$ cat config.mk
export PLATFORM = sky130hd
export DESIGN_NAME = smoldvi_link_ctrl
export DESIGN_NICKNAME = d
export VERILOG_FILES = /design/src/rtl/smoldvi_pkg.sv /design/src/rtl/smoldvi_sync_1bit.sv /design/src/rtl/smoldvi_link_ctrl.sv
export SDC_FILE = /design/constraint.sdc
export NUM_CORES = 1
export LEC_CHECK = 0
export CORE_MARGIN = 3
export CORE_UTILIZATION = 43
export DETAILED_ROUTE_END_ITERATION = 12
export GPL_ROUTABILITY_DRIVEN = 1
export HOLD_SLACK_MARGIN = 0.08
export PLACE_DENSITY = 0.69
export SLEW_MARGIN = 5
export SYNTH_ARGS = -nofsm -noshare
export SYNTH_HDL_FRONTEND = slang
export SYNTH_SLANG_ARGS = --single-unit
$ cat constraint.sdc
create_clock -name clk -period 3.7 [get_ports clk]
set_input_delay 0.74 -clock clk [delete_from_list [all_inputs] [get_ports clk]]
set_output_delay 0.74 -clock clk [all_outputs]
set_load 0.1 [all_outputs]
$ cat src/rtl/smoldvi_pkg.sv
// Shared definitions for the smoldvi DVI output path: link FSM state
// encodings, the TMDS idle control symbol and small elaboration helpers.
package smoldvi_pkg;

  typedef enum logic [2:0] {
    ST_OFF       = 3'd0,
    ST_WAIT_LOCK = 3'd1,
    ST_RESET     = 3'd2,
    ST_FLUSH     = 3'd3,
    ST_RUN       = 3'd4
  } link_state_e;

  // Control symbol the encoders emit while pattern_sel is high
  localparam logic [9:0] IDLE_CTRL_SYM = 10'b1101010100;

  function automatic int max3(input int a, input int b, input int c);
    int m;
    m = a;
    if (b > m) m = b;
    if (c > m) m = c;
    return m;
  endfunction

endpackage

$ cat src/rtl/smoldvi_sync_1bit.sv
// Two-flop synchroniser for a single asynchronous level; resets to 0 so a
// lock flag reads as "not locked" until it has been sampled twice.
module smoldvi_sync_1bit (
  input  logic clk_i,
  input  logic rst_ni,
  input  logic d_i,
  output logic q_o
);

  logic meta_q;
  logic sync_q;

  always_ff @(posedge clk_i or negedge rst_ni) begin
    if (!rst_ni) begin
      meta_q <= 1'b0;
      sync_q <= 1'b0;
    end else begin
      meta_q <= d_i;
      sync_q <= meta_q;
    end
  end

  assign q_o = sync_q;

endmodule

$ cat src/rtl/smoldvi_link_ctrl.sv
// DVI link start-up/recovery sequencer: waits for stable PLL lock, resets and
// flushes the gearbox, then enables the drivers. SMOLDVI_LINK_CTRL_LOCK_SYNC_EN
// adds a 2-flop synchroniser on pll_locked.
module smoldvi_link_ctrl
  import smoldvi_pkg::*;
#(
  parameter int LOCK_CYCLES  = 1024,
  parameter int RST_CYCLES   = 16,
  parameter int FLUSH_CYCLES = 64,
  parameter int W_ERR        = 8
) (
  input  logic             clk,
  input  logic             rst_n,
  input  logic             en,
  input  logic             pll_locked,
  input  logic             clr_err,
  output logic             gearbox_rst_n,
  output logic             pix_rst_n,
  output logic             pattern_sel,
  output logic             out_en,
  output logic             ready,
  output logic [2:0]       state,
  output logic [W_ERR-1:0] lock_loss_count
);

  localparam int CNT_MAX = max3(LOCK_CYCLES, RST_CYCLES, FLUSH_CYCLES);
  localparam int CNT_W   = $clog2(CNT_MAX + 1);

  localparam logic [CNT_W-1:0] LOCK_LAST  = CNT_W'(LOCK_CYCLES - 1);
  localparam logic [CNT_W-1:0] RST_LAST   = CNT_W'(RST_CYCLES - 1);
  localparam logic [CNT_W-1:0] FLUSH_LAST = CNT_W'(FLUSH_CYCLES - 1);
  localparam logic [W_ERR-1:0] ERR_MAX    = {W_ERR{1'b1}};

  logic lock;

`ifdef SMOLDVI_LINK_CTRL_LOCK_SYNC_EN
  smoldvi_sync_1bit u_lock_sync (
    .clk_i  (clk),
    .rst_ni (rst_n),
    .d_i    (pll_locked),
    .q_o    (lock)
  );
`else
  assign lock = pll_locked;
`endif

  link_state_e      state_q, state_d;
  logic [CNT_W-1:0] cnt_q, cnt_d;
  logic [W_ERR-1:0] err_q, err_d;
  logic             loss_in_run;

  logic gb_rst_n_q, gb_rst_n_d;
  logic pix_rst_n_q, pix_rst_n_d;
  logic pattern_q, pattern_d;
  logic out_en_q, out_en_d;
  logic ready_q, ready_d;

  // State, counter and registered outputs
  always_ff @(posedge clk or negedge rst_n) begin
    if (!rst_n) begin
      state_q     <= ST_OFF;
      cnt_q       <= '0;
      err_q       <= '0;
      gb_rst_n_q  <= 1'b0;
      pix_rst_n_q <= 1'b0;
      pattern_q   <= 1'b1;
      out_en_q    <= 1'b0;
      ready_q     <= 1'b0;
    end else begin
      state_q     <= state_d;
      cnt_q       <= cnt_d;
      err_q       <= err_d;
      gb_rst_n_q  <= gb_rst_n_d;
      pix_rst_n_q <= pix_rst_n_d;
      pattern_q   <= pattern_d;
      out_en_q    <= out_en_d;
      ready_q     <= ready_d;
    end
  end

  // Next state: en=0 wins over everything, then lock loss, then counting
  always_comb begin
    state_d     = state_q;
    cnt_d       = cnt_q;
    loss_in_run = 1'b0;
    if (!en) begin
      state_d = ST_OFF;
      cnt_d   = '0;
    end else begin
      unique case (state_q)
        ST_OFF: begin
          state_d = ST_WAIT_LOCK;
          cnt_d   = '0;
        end
        ST_WAIT_LOCK: begin
          if (!lock) begin
            cnt_d = '0;
          end else if (cnt_q == LOCK_LAST) begin
            state_d = ST_RESET;
            cnt_d   = '0;
          end else begin
            cnt_d = cnt_q + CNT_W'(1);
          end
        end
        ST_RESET: begin
          if (!lock) begin
            state_d = ST_WAIT_LOCK;
            cnt_d   = '0;
          end else if (cnt_q == RST_LAST) begin
            state_d = ST_FLUSH;
            cnt_d   = '0;
          end else begin
            cnt_d = cnt_q + CNT_W'(1);
          end
        end
        ST_FLUSH: begin
          if (!lock) begin
            state_d = ST_WAIT_LOCK;
            cnt_d   = '0;
          end else if (cnt_q == FLUSH_LAST) begin
            state_d = ST_RUN;
            cnt_d   = '0;
          end else begin
            cnt_d = cnt_q + CNT_W'(1);
          end
        end
        ST_RUN: begin
          if (!lock) begin
            state_d     = ST_WAIT_LOCK;
            cnt_d       = '0;
            loss_in_run = 1'b1;
          end
        end
        default: begin
          state_d = ST_OFF;
          cnt_d   = '0;
        end
      endcase
    end
  end

  // Outputs decoded from the next state so they move together with state
  always_comb begin
    gb_rst_n_d  = (state_d == ST_FLUSH) || (state_d == ST_RUN);
    pix_rst_n_d = (state_d == ST_FLUSH) || (state_d == ST_RUN);
    pattern_d   = (state_d != ST_RUN);
    out_en_d    = (state_d == ST_RUN);
    ready_d     = (state_d == ST_RUN);
  end

  // A clear coinciding with a loss still records that loss
  always_comb begin
    err_d = err_q;
    if (clr_err && loss_in_run) begin
      err_d = W_ERR'(1);
    end else if (clr_err) begin
      err_d = '0;
    end else if (loss_in_run && (err_q != ERR_MAX)) begin
      err_d = err_q + W_ERR'(1);
    end
  end

  assign gearbox_rst_n   = gb_rst_n_q;
  assign pix_rst_n       = pix_rst_n_q;
  assign pattern_sel     = pattern_q;
  assign out_en          = out_en_q;
  assign ready           = ready_q;
  assign state           = state_q;
  assign lock_loss_count = err_q;

endmodule
==> results.toml <==
[final_layout]
fill_cells = 285
layout-drive-gt1-share = 0.0824
antennaDiodeCount = 0
seqCellArea_um2 = 627
multiInputGateArea_um2 = 699
syn2layout_area_growth_pct = 17.8
fin_area_um2 = 1650
nNetsFinal = 178

[die]
fp.coreArea_um2 = 3080
rows = 20
dieArea_um2 = 3970
initial_utilization = 0.454
die_h_um = 63.0
die_x_um = 63.0
io_pins = 21

[worst_setup_path]
slowest_delay_ns = 1.20
worst-setup-path-type = "flop to output port"
crit_arrival_ns = 2.08
crit_fanout = 12
slowest_stage = "clkdlybuf4s50_1"
end_kind = "output port"
start_kind = "flop"
cp_data_required_time_ns = 2.96
worstPathCellList = "clkdlybuf4s50_1"
critical_path_buf_inv_count = 1
critPathTopFamily = "buffers and inverters"

[detailed_routing]
ant_nets = 0
num_vias = 1192
viasPerCell = 5.57
drt_wl_total_mm = 2.96
drtIter0Drc = 58
firstDrtPassIters = 4
route.detailed.drc = 0
wl_per_cell_um = 13.8

[run_status]
outcome = "finished, final reports clean"

[logic_synthesis]
syn_nets = 159
seq_area_frac_synth = 0.449
yosysMostFrequentCell = "dfrtp_1"
syn_inst = 152
synth_edf_count = 0
synth_commonest_cells = "24 x dfrtp_1, 18 x nor2_1, 10 x a21oi_1, 10 x nand2_1, 10 x nand3_1"
async_flop_share = 1.00
yosys-top-cells-area = "dfrtp_1 43%, nor2_1 4.8%, xor2_1 3.8%"
ys.flop_type = "dfrtp_1"
synth_area_um2 = 1400
synth_area_per_cell_um2 = 9.19
ys_types = 43
synth_top_area_share = 0.430
synth_area_leader_cell = "dfrtp_1"
synth_seq_cells = 25
yosys_warnings = 0

[clock_tree]
holdBufCountCts = 0
cts-htree-levels = 1
cts_max_path_buffers = 2
tritoncts = "yes"
cts_buffers = 3
clk_latency_ns = 0.32
cts.sinks = 25
cts.reportedPaths.clkPinSlew_ns = 0.15
postCtsSetupRepairBufs = 0
cts_root_buf = "clkbuf_4"
cts.repair.resized = 0

[timing]
tns_ns = 0
rsz0062_at_grt = "false"
fin_hold_ws_ns = 0.553
min_period_ns = 2.82
period_share = 0.764
max_freq_ghz = 0.354
report.final.slew_viol_count = 0
setup_viol = 0
clock_skew_ns = 0.0146
worst_pin_slew_ns = 1.12
relSlewSlack = 0.250
hold_viol_final = 0

[global_routing]
grt_max_degree = 26
antenna_found_initial = 0
grt-ovfl-total = 0
grt_pass1_vias = 1121
grt_first_pass_wirelength_mm = 5.26
grt_use_total = 0.162

[placed_design]
place_area_um2 = 1620
portBuffers = 20
gp_congestion = 0.817
dp_hpwl_mm = 2.14

[pwr]
clockPowerShare = 0.276
ir_drop_mv = 0.150
combPwrFrac = 0.083
p_switching_uw = 120
p_int_uw = 337
swShare = 0.262
seqPwrFrac = 0.641
power_density_nw_per_um2 = 278
power.leakage_uw = 0.000670

[worst_hold_path]
hold_class = "flop to flop"

[flow_run]
maxCapViolations = 0
[flip-flops by register name (all words and copies together) (netlist names)]
| register | count |
|---|---|
| ready | 1 |
| pattern_sel | 1 |
| lock_loss_count | 8 |
| cnt_q | 11 |
| pix_rst_n | 1 |
| state | 3 |
[cells in the final DEF (no fill, tap or decap), types with 2 or more instances in the layout]
cell | Yosys | layout
nand2b_1 | 2 | 2
a41oi_1 | 2 | 2
and4_1 | 2 | 2
inv_1 | 7 | 7
a21oi_1 | 10 | 10
nand4_1 | 7 | 7
nor3_1 | 5 | 5
o21ai_0 | 5 | 5
nand3_1 | 10 | 10
nand3b_1 | 2 | 2
and2_1 | 2 | 2
xor2_1 | 6 | 6
ha_1 | 2 | 2
xnor2_1 | 2 | 2
clkdlybuf4s50_1 | 0 | 20
dfrtp_1 | 24 | 24
nor2_1 | 18 | 18
clkbuf_4 | 0 | 3
and3_2 | 2 | 2
a31oi_1 | 5 | 5
nand2_1 | 10 | 10
o31ai_1 | 3 | 3
a22o_2 | 2 | 2
[power groups by stage]
| stage | combinational [uW] | clock [uW] | sequential, uW |
|---|---|---|---|
| finish | 38.0 | 126 | 293 |
| global route | 43.5 | 143 | 295 |
| CTS | 39.1 | 133 | 293 |
| detailed placement | 39.1 | 0 | 297 |
| global placement | 37.3 | 0 | 297 |
| floorplan | 19.4 | 0 | 299 |
[final cells by class]
type / count / share of cell area
tap: 44 / 0.0335
clock buffer: 3 / 0.0137
multi-input combinational: 113 / 0.425
inverter: 7 / 0.0160
clock inverter: 1 / 0.00456
timing repair buffer: 21 / 0.126
sequential: 25 / 0.381
[final timing paths]
kind / startpoint / endpoint / slack [ns] / cells past startpoint
worst max-delay path: state[1]$_DFF_PN0_ / state[1] / 0.88 / 1
worst min-delay path: cnt_q[0]$_DFFE_PN0P_ / cnt_q[0]$_DFFE_PN0P_ / 0.55 / 1
worst max register to register: cnt_q[0]$_DFFE_PN0P_ / pix_rst_n$_DFF_PN0_ / 1.51 / 6
worst min register to register: cnt_q[0]$_DFFE_PN0P_ / cnt_q[0]$_DFFE_PN0P_ / 0.55 / 1
max in group asynchronous: rst_n / pattern_sel$_DFF_PN1_ / 1.98 / 2
min in group asynchronous: rst_n / cnt_q[0]$_DFFE_PN0P_ / 1.00 / 1
[routing by layer]
| layer | up-vias | wire length [um] | GRT usage |
|---|---|---|---|
| met1 | 561 | 1400 | 0.217 |
| met5 | - | 0 | 0 |
| met3 | 2 | 117 | 0.0234 |
| met4 | 0 | 21 | 0.0496 |
| met2 | 29 | 1410 | 0.269 |
| li1 | 600 | - | - |
[per-stage QoR]
step                std cells  worst slack [ns]   util  total power [uW]
global placement          210              1.22  0.525               334
global route              214             0.785  0.535               481
floorplan                 152              1.35      -               318
CTS                       214             0.872  0.535               465
finish                    214             0.875  0.535               457
detailed placement        210              1.15  0.525               336
[cells by family (layout without fill, tap and decap cells)]
family                     Yosys count  after routing  share of synthesized area
and+or+nand+nor                     69             69                      0.271
xor gates and xnor gates             8              8                     0.0502
buffers and inverters               14             32                     0.0502
DFF                                 25             25                      0.449
AOI/OAI and AO/OA                   34             34                      0.162
adders and majority gates            2              2                     0.0179
(Power assumes the default switching activity.)
